==> src/rtl/regfile_access_ctrl_if.sv <==
// Command and response channels between a command source and regfile_access_ctrl.
// Both channels use valid/ready: a beat transfers on a rising clk edge where valid and ready are both high.
interface regfile_access_ctrl_if #(
    parameter int DATA_WIDTH = 16,
    parameter int ADDR_WIDTH = 3
);
    logic                  cmd_valid;
    logic                  cmd_ready;
    logic                  cmd_write;
    logic [ADDR_WIDTH-1:0] cmd_addr;
    logic [ADDR_WIDTH-1:0] cmd_len;
    logic [DATA_WIDTH-1:0] cmd_wdata;
    logic                  rsp_valid;
    logic                  rsp_ready;
    logic [DATA_WIDTH-1:0] rsp_data;

    // Command source / response consumer side.
    modport master (
        output cmd_valid, cmd_write, cmd_addr, cmd_len, cmd_wdata, rsp_ready,
        input  cmd_ready, rsp_valid, rsp_data
    );

    // Controller side.
    modport slave (
        input  cmd_valid, cmd_write, cmd_addr, cmd_len, cmd_wdata, rsp_ready,
        output cmd_ready, rsp_valid, rsp_data
    );
endinterface

==> src/rtl/regfile_access_ctrl.sv <==
// Initiator-side controller for the 8x16 register file: runs single or burst
// write-fill / read commands and returns read data on a valid/ready channel.
module regfile_access_ctrl #(
    parameter int DATA_WIDTH = 16,
    parameter int ADDR_WIDTH = 3
) (
    input  logic                  clk,
    input  logic                  rst,
    regfile_access_ctrl_if.slave  bus,
    output logic                  rf_WrEn,
    output logic                  rf_RdEn,
    output logic [ADDR_WIDTH-1:0] rf_address,
    output logic [DATA_WIDTH-1:0] rf_WrData,
    input  logic [DATA_WIDTH-1:0] rf_RdData,
    output logic                  busy,
    output logic                  done,
    output logic [2:0]            dbg_state
);

    typedef enum logic [2:0] {
        IDLE = 3'd0,
        WR   = 3'd1,
        RD   = 3'd2,
        CAP  = 3'd3,
        RESP = 3'd4
    } state_t;

    state_t                state;
    state_t                state_nxt;
    logic [ADDR_WIDTH-1:0] cur_addr;
    logic [ADDR_WIDTH-1:0] remaining;
    logic [DATA_WIDTH-1:0] wdata_q;
    logic [DATA_WIDTH-1:0] rsp_data_q;
    logic                  rsp_valid_q;
    logic                  accept;
    logic                  advance;
    logic                  last_beat;
    logic                  rsp_hs;

    assign last_beat = (remaining == '0);
    assign rsp_hs    = rsp_valid_q && bus.rsp_ready;

    always_comb begin
        state_nxt = state;
        accept    = 1'b0;
        advance   = 1'b0;
        done      = 1'b0;
        case (state)
            IDLE: begin
                if (bus.cmd_valid) begin
                    accept    = 1'b1;
                    state_nxt = bus.cmd_write ? WR : RD;
                end
            end
            WR: begin
                if (last_beat) begin
                    state_nxt = IDLE;
                    done      = 1'b1;
                end else begin
                    advance = 1'b1;
                end
            end
            RD:  state_nxt = CAP;
            CAP: state_nxt = RESP;
            RESP: begin
                // Nothing moves until the consumer takes the beat.
                if (rsp_hs) begin
                    if (last_beat) begin
                        state_nxt = IDLE;
                        done      = 1'b1;
                    end else begin
                        state_nxt = RD;
                        advance   = 1'b1;
                    end
                end
            end
            default: state_nxt = IDLE;
        endcase
    end

    always_ff @(posedge clk or negedge rst) begin
        if (!rst) begin
            state       <= IDLE;
            cur_addr    <= '0;
            remaining   <= '0;
            wdata_q     <= '0;
            rsp_data_q  <= '0;
            rsp_valid_q <= 1'b0;
        end else begin
            state <= state_nxt;
            if (accept) begin
                cur_addr  <= bus.cmd_addr;
                remaining <= bus.cmd_len;
                wdata_q   <= bus.cmd_wdata;
            end else if (advance) begin
                // Address wraps modulo the register file depth.
                cur_addr  <= cur_addr + 1'b1;
                remaining <= remaining - 1'b1;
            end
            if (state == CAP) begin
                rsp_data_q  <= rf_RdData;
                rsp_valid_q <= 1'b1;
            end else if (rsp_hs) begin
                rsp_valid_q <= 1'b0;
            end
        end
    end

    // Strobes decode the state register only, so they cannot glitch or overlap.
    assign rf_WrEn    = (state == WR);
    assign rf_RdEn    = (state == RD);
    assign rf_address = (rf_WrEn || rf_RdEn) ? cur_addr : '0;
    assign rf_WrData  = rf_WrEn ? wdata_q : '0;

    assign bus.cmd_ready = (state == IDLE);
    assign bus.rsp_valid = rsp_valid_q;
    assign bus.rsp_data  = rsp_data_q;
    assign busy          = (state != IDLE);
    assign dbg_state     = state;

endmodule

==> src/flat_wrapper.sv <==
// flat-port wrapper written by rule: the top's interface ports become plain ports
module regfile_access_ctrl_flat 
#(
    parameter int DATA_WIDTH = 16,
    parameter int ADDR_WIDTH = 3
)
  (clk, rst, rf_WrEn, rf_RdEn, rf_address, rf_WrData, rf_RdData, busy, done, dbg_state, bus_cmd_valid, bus_cmd_write, bus_cmd_addr, bus_cmd_len, bus_cmd_wdata, bus_rsp_ready, bus_cmd_ready, bus_rsp_valid, bus_rsp_data);
  regfile_access_ctrl_if #(.DATA_WIDTH(DATA_WIDTH), .ADDR_WIDTH(ADDR_WIDTH)) bus_i ();
  input  logic clk;
  input  logic rst;
  output logic rf_WrEn;
  output logic rf_RdEn;
  output logic [ADDR_WIDTH-1:0] rf_address;
  output logic [DATA_WIDTH-1:0] rf_WrData;
  input  logic [DATA_WIDTH-1:0] rf_RdData;
  output logic busy;
  output logic done;
  output logic [2:0] dbg_state;
  input wire logic [$bits(bus_i.cmd_valid)-1:0] bus_cmd_valid;
  input wire logic [$bits(bus_i.cmd_write)-1:0] bus_cmd_write;
  input wire logic [$bits(bus_i.cmd_addr)-1:0] bus_cmd_addr;
  input wire logic [$bits(bus_i.cmd_len)-1:0] bus_cmd_len;
  input wire logic [$bits(bus_i.cmd_wdata)-1:0] bus_cmd_wdata;
  input wire logic [$bits(bus_i.rsp_ready)-1:0] bus_rsp_ready;
  output wire logic [$bits(bus_i.cmd_ready)-1:0] bus_cmd_ready;
  output wire logic [$bits(bus_i.rsp_valid)-1:0] bus_rsp_valid;
  output wire logic [$bits(bus_i.rsp_data)-1:0] bus_rsp_data;
  assign bus_i.cmd_valid = bus_cmd_valid;
  assign bus_i.cmd_write = bus_cmd_write;
  assign bus_i.cmd_addr = bus_cmd_addr;
  assign bus_i.cmd_len = bus_cmd_len;
  assign bus_i.cmd_wdata = bus_cmd_wdata;
  assign bus_i.rsp_ready = bus_rsp_ready;
  assign bus_cmd_ready = bus_i.cmd_ready;
  assign bus_rsp_valid = bus_i.rsp_valid;
  assign bus_rsp_data = bus_i.rsp_data;
  regfile_access_ctrl #(.DATA_WIDTH(DATA_WIDTH), .ADDR_WIDTH(ADDR_WIDTH)) u_core (.clk(clk), .rst(rst), .bus(bus_i), .rf_WrEn(rf_WrEn), .rf_RdEn(rf_RdEn), .rf_address(rf_address), .rf_WrData(rf_WrData), .rf_RdData(rf_RdData), .busy(busy), .done(done), .dbg_state(dbg_state));
endmodule
==> config.mk <==
export PLATFORM = sky130hd
export DESIGN_NAME = regfile_access_ctrl_flat
export DESIGN_NICKNAME = d
export VERILOG_FILES = /design/src/rtl/regfile_access_ctrl_if.sv /design/src/rtl/regfile_access_ctrl.sv /design/src/flat_wrapper.sv
export SDC_FILE = /design/constraint.sdc
export NUM_CORES = 1
export LEC_CHECK = 0
export CAP_MARGIN = 20
export CELL_PAD_IN_SITES_DETAIL_PLACEMENT = 1
export CELL_PAD_IN_SITES_GLOBAL_PLACEMENT = 1
export CORE_MARGIN = 2
export CORE_UTILIZATION = 31
export DETAILED_ROUTE_END_ITERATION = 10
export HOLD_SLACK_MARGIN = 0.03
export PLACE_DENSITY_LB_ADDON = 0.1
export SETUP_SLACK_MARGIN = 0.15
export SYNTH_ARGS = -nofsm -noshare
export SYNTH_HDL_FRONTEND = slang
export SYNTH_SLANG_ARGS = --single-unit
==> constraint.sdc <==
create_clock -name clk -period 1.65 [get_ports clk]
set_input_delay 0.2475 -clock clk [delete_from_list [all_inputs] [get_ports clk]]
set_output_delay 0.2475 -clock clk [all_outputs]
set_load 0.005 [all_outputs]
# Word level (Yosys, flattened, before mapping)
# Cells that the tools add are included.
word_totals:
  elab_cells: 45
  in_bits: 43
  out_inout_bits: 44
  regBits: 42
op_classes:
  add_sub_neg: 2
  n_reduce_logical: 8
  eq_ne: 7
  mux: 22
ops:
  columns: ["op", "n"]
  rows:
  - ["2-to-1 mux 3 bit", 8]
  - ["2-to-1 mux 16 bit", 1]
  - ["case mux 3 bit (5 select lines)", 1]
  - ["2-to-1 mux 1 bit", 8]
  - ["== test 3 x 2 -> 1 bit (second input constant)", 2]
  - ["logical NOT 3 bit", 2]
  - ["2-to-1 mux 2 bit", 2]
  - ["inequality test 2 bit (second input constant)", 2]
  - ["case mux 1 bit (2 select lines)", 2]
  - ["nonzero test 2 bit", 2]
  - ["adder 3 x 1 -> 3 bit (second input constant)", 1]
  - ["== test 3 x 1 -> 1 bit (second input constant)", 1]
  - ["== test 3 bit (second input constant)", 1]
  - ["AND reduction 3 bit", 1]
  - ["nonzero test 3 bit", 1]
  - ["subtractor 3 x 1 -> 3 bit (second input constant)", 1]
  - ["inequality test 2 x 1 -> 1 bit (second input constant)", 1]
  - ["logical AND 1 bit", 1]
  - ["logical OR 1 bit", 1]

# Longest topological paths before layout
depth:
  ltp_word: 6
  ltp_mapped: 7
  ltp_nobuf: 6

# Least setup slack after synthesis
# No wires, ideal clock.
synth_timing:
  kind: "register -> register"
  start: "reg u_core.state[0], in the netlist u_core.dbg_state[0]"
  end: "reg u_core.remaining[2]"
  synth_period_minus_slack_ns: 1.561
  setup_time_ns: 0.082
  path_stages_with_launch: 6
  n_path_buf: 1
  t_arrival_ns: 1.479
  path_slack_ns: 0.089
  required_ns: 1.568
  cell_sequence: "dfrtp_1 buf_6 nand4b_4 and2_4 or4_1 a31oi_1"
synth_via:
  elab_chain_len: 3
  elab_cells_between_ends: 7
  classes_between: "eq/ne (2); mux (3); reduce/logical (2)"
synth_rtl:
  columns: ["element", "line_no", "text"]
  rows:
  - ["start: declaration", "regfile_access_ctrl.sv:28", "state_t state;"]
  - ["start signal: assignment", "regfile_access_ctrl.sv:90", "state <= state_nxt;"]
  - ["== test 3 bit, or another cell as far along", "regfile_access_ctrl.sv:48", "case (state)"]
  - ["case mux 1 bit (2 select lines) or 2-to-1 mux 1 bit (tied branches)", "regfile_access_ctrl.sv:48", null]
  - ["nonzero test 2 bit (no source line) or 2-to-1 mux 3 bit (tied branches)", null, null]
  - ["end signal: assignment", "regfile_access_ctrl.sv:93", "remaining <= bus.cmd_len;"]
  - ["end signal: assignment", "regfile_access_ctrl.sv:98", "remaining <= remaining - 1'b1;"]
  - ["end: declaration", "regfile_access_ctrl.sv:31", "logic [ADDR_WIDTH-1:0] remaining;"]
# Parallel ways exist; a longest one is shown, timed or not.
# A chain may end at the register's enable or synchronous reset.

# Final worst setup path
layout_timing:
  start: "reg u_core.state[1], in the netlist u_core.dbg_state[1]"
  end: "out rf_WrData[4]"
layout_via:
  elab_chain_len: 2
layout_rtl:
  columns: ["element", "line_no", "text"]
  rows:
  - ["== test 3 x 1 -> 1 bit", "regfile_access_ctrl.sv:110", "assign rf_WrEn = (state == WR);"]
  - ["2-to-1 mux 16 bit", "regfile_access_ctrl.sv:113", "assign rf_WrData = rf_WrEn ? wdata_q : '0;"]
  - ["end: declaration", "flat_wrapper.sv:14", "output logic [DATA_WIDTH-1:0] rf_WrData;"]
# No other way between the ends.

==> metrics <==
area of the multi-input gates 1000 um^2; element type at the critical path end output port; leakage dissipation 1.78 nW; placed cells 365; critical path launch point type flip-flop; I/O pin count 87; Area Growth Syn to Fin 88.1%; DR DRC count 0; area taken by flip-flops and latches 1050 um^2; overall die area 6970 um^2; placer's final routability congestion estimate 0.726; routed length on met1 2.75 mm; biggest area consumer among synthesized cells sky130_fd_sc_hd__dfrtp_1; post-synthesis net count 237; Final Setup Violations 57; Tot GR Track Use 0.181; cell at the root of the clock tree sky130_fd_sc_hd__clkbuf_8; number of library cell types mapped by synthesis 32; die span in y 83.5 um; total number of vias 1875; number of routed nets with antenna violations 0; RSZ-0062 raised after global routing true; Tightest Hold Check Type primary input to asynchronous set/reset pin; Final #Nets 373; clock-pin transition on the worst setup and hold timing paths 80 ps; number of global-route vias before repair 2116; Final Hold Vio Count 0; relative max-transition margin 0.716; htree depth 2; power per cell area 2080 nW/um^2; Final Total Pwr 7.65 mW; first-pass GRT wire length 10.1 mm; core box area 6030 um^2; Die Wd 83.5 um; pin count of the biggest net entering global routing 27; Max Clk Rate 0.551 GHz; dominant cells by area after synthesis sky130_fd_sc_hd__dfrtp_1 (54%), sky130_fd_sc_hd__nand2_1 (11%), sky130_fd_sc_hd__mux2_2 (9.2%), sky130_fd_sc_hd__and2_1 (6.1%), sky130_fd_sc_hd__ha_1 (1.9%); PnR worst setup slack -164 ps; area share of the leading cell type in the synthesized netlist 0.537; number of max-slew violations in the final report 0; ant diodes 0; Yosys Warn Count 0; post-route worst hold slack 425 ps; critical path type flip-flop to output port; number of sinks handled by clock tree synthesis 42; overflow left after global routing 0; part of the Yosys area used for sequential elements 0.537; violated checks setup timing; register-to-register path setup slack -110 ps; Tcrit/Tclk final 1.10; final clock skew 4.30 ps; measured slew at the worst slew-check pin 426 ps; fraction of registers with async set or reset after synthesis 1.00; CP Data Arrival Time 1570 ps; run status finished, violations left; end of the worst register-to-register path u_core.cur_addr[2]; CTS Buf Count 5; number of vias per cell 4.65; final cell utilization of the core 0.611; number of rows created at floorplan 28; reported max-cap violation count 0; starting utilization of the core area 0.325; total of fill cells in the finished design 638; clock period minus final worst setup slack 1810 ps; maximum clock path buffer count 2; commonest register cell after synthesis sky130_fd_sc_hd__dfrtp_1; Routed met2 length 3.62 mm; mapped cell area 1960 um^2; biggest fanout along the worst timing path 4; Met3 Wirelength 347 um; clock latency reported for the late side of the worst-skew pair 290 ps; TritonCTS clock tree yes; initial antenna violation count 0; synthesized area per cell 10.3 um^2; number of enable flip-flop cells after synthesis 0; placed wire-length estimate after detailed placement 3.91 mm; worst path required time 1400 ps; count of buffers from port buffering 86; Worst Reg-to-Reg Cells 9; post-route insts no fill 403; VDD IR-drop max 0.867 mV; origin of the critical flop-to-flop path u_core.dbg_state[1]; register bit count reported by yosys 42; average detailed-routed wire length per instance 16.9 um; cell count after synthesis 191; iteration count of the initial detailed-routing pass 4; share of layout cells above drive strength 1 0.460; number of design-rule violations left by the first detailed-router iteration 61; total wire length 6.80 mm; Highest Signal Layer met4
[worst max-delay path, cell delays in order, from the launching register on]
cell	delay (ps)
sky130_fd_sc_hd__dfrtp_1	400
sky130_fd_sc_hd__buf_4	160
sky130_fd_sc_hd__nor2_4	170
sky130_fd_sc_hd__buf_6	140
sky130_fd_sc_hd__buf_6	100
sky130_fd_sc_hd__buf_6	90
sky130_fd_sc_hd__and2_4	130
sky130_fd_sc_hd__buf_6	80
[how the worst max path moves through the flow]
stage	cells after the start	to	slack [ps]	start
floorplan	5	rf_WrData[10]	150	u_core.dbg_state[0]
global placement	5	done	-330	bus_rsp_ready
detailed placement	5	done	-350	bus_rsp_ready
CTS	7	rf_WrData[0]	-130	u_core.dbg_state[2]
global route	7	rf_WrData[4]	-220	u_core.dbg_state[2]
finish	7	rf_WrData[4]	-160	u_core.dbg_state[1]
[flip-flops by register name (all words and copies together) (netlist names)]
register              flops
u_core.wdata_q           16
u_core.bus.rsp_data      16
u_core.cur_addr           3
u_core.bus.rsp_valid      1
u_core.remaining          3
u_core.dbg_state          3
[metrics by stage]
step / worst slack (ps) / setup TNS [ps] / area (um^2)
3_3_place_gp: -332 / -3410 / 3060
6_report: -164 / -3980 / 3680
2_1_floorplan: 151 / 0 / 1970
4_1_cts: -129 / -1520 / 3520
5_1_grt: -220 / -8060 / 3680
3_5_place_dp: -347 / -3960 / 3060
[logic make-up after synthesis]
logic type	Yosys count	share of synthesized area
simple gates	95	0.237
flops	42	0.537
mux	17	0.0971
buf+inv	16	0.0402
compound gates	15	0.0562
xor+xnor	3	0.0134
fa+ha+maj	3	0.0192
[synthesized netlist by cell type, types with 2 or more instances]
cell and n:
sky130_fd_sc_hd__a211oi_1 2, sky130_fd_sc_hd__a21oi_1 2, sky130_fd_sc_hd__and2_1 19, sky130_fd_sc_hd__buf_2 3
sky130_fd_sc_hd__buf_4 2, sky130_fd_sc_hd__clkbuf_1 4, sky130_fd_sc_hd__dfrtp_1 42, sky130_fd_sc_hd__ha_1 3
sky130_fd_sc_hd__inv_1 6, sky130_fd_sc_hd__mux2_2 16, sky130_fd_sc_hd__nand2_1 55, sky130_fd_sc_hd__nand2b_1 2
sky130_fd_sc_hd__nand3_1 3, sky130_fd_sc_hd__nor2_1 6, sky130_fd_sc_hd__nor3_1 2, sky130_fd_sc_hd__nor3b_1 2
sky130_fd_sc_hd__o21ai_0 5, sky130_fd_sc_hd__xnor2_1 3
[area by class of cell]
class / instances / area share
Sequential cell: 42 / 0.286
Clock buffer: 7 / 0.0207
Inverter: 6 / 0.00611
Clock inverter: 1 / 0.00815
Tap cell: 75 / 0.0255
Timing Repair Buffer: 139 / 0.382
Multi-Input combinational cell: 133 / 0.271
[timing repair]
item                                    CTS  global route
gates cloned                              4             2
endpoints found under the setup margin   41            64
gates resized for setup                 175            34
endpoints found under the hold margin    16             0
buffers inserted                         21             2
pin swaps                                26            16
hold buffers                              1             0
[where the power goes]
part,internal [mW],switching [mW],total [mW],leakage [nW]
clock network,0.453,0.361,0.815,0.0524
logic,3.04,1.94,4.99,1.22
registers,1.55,0.292,1.85,0.506
[metal layers]
layer / track usage / vias up
met3: 0.0465 / 8
met2: 0.336 / 58
li1: - / 888
met5: 0 / -
met1: 0.207 / 921
met4: 0.0425 / 0
[layout by cell type (no fill, tap or decap), types with 2 or more instances in the layout]
| cell | n |
|---|---|
| sky130_fd_sc_hd__nor2_4 | 2 |
| sky130_fd_sc_hd__and2_4 | 15 |
| sky130_fd_sc_hd__buf_4 | 21 |
| sky130_fd_sc_hd__nand3_1 | 3 |
| sky130_fd_sc_hd__nor3b_2 | 2 |
| sky130_fd_sc_hd__nand2_4 | 3 |
| sky130_fd_sc_hd__buf_16 | 2 |
| sky130_fd_sc_hd__mux2_2 | 16 |
| sky130_fd_sc_hd__inv_1 | 6 |
| sky130_fd_sc_hd__nand2_2 | 17 |
| sky130_fd_sc_hd__nor2_1 | 3 |
| sky130_fd_sc_hd__a21oi_1 | 2 |
| sky130_fd_sc_hd__clkdlybuf4s50_1 | 57 |
| sky130_fd_sc_hd__o21ai_1 | 3 |
| sky130_fd_sc_hd__buf_12 | 3 |
| sky130_fd_sc_hd__clkbuf_1 | 2 |
| sky130_fd_sc_hd__nand2_1 | 35 |
| sky130_fd_sc_hd__clkbuf_8 | 5 |
| sky130_fd_sc_hd__buf_6 | 41 |
| sky130_fd_sc_hd__ha_1 | 3 |
| sky130_fd_sc_hd__a211oi_1 | 2 |
| sky130_fd_sc_hd__xnor2_1 | 2 |
| sky130_fd_sc_hd__dfrtp_1 | 41 |
| sky130_fd_sc_hd__and2_1 | 5 |
| sky130_fd_sc_hd__buf_2 | 12 |
No activity file was read; power rests on OpenSTA's default activity.
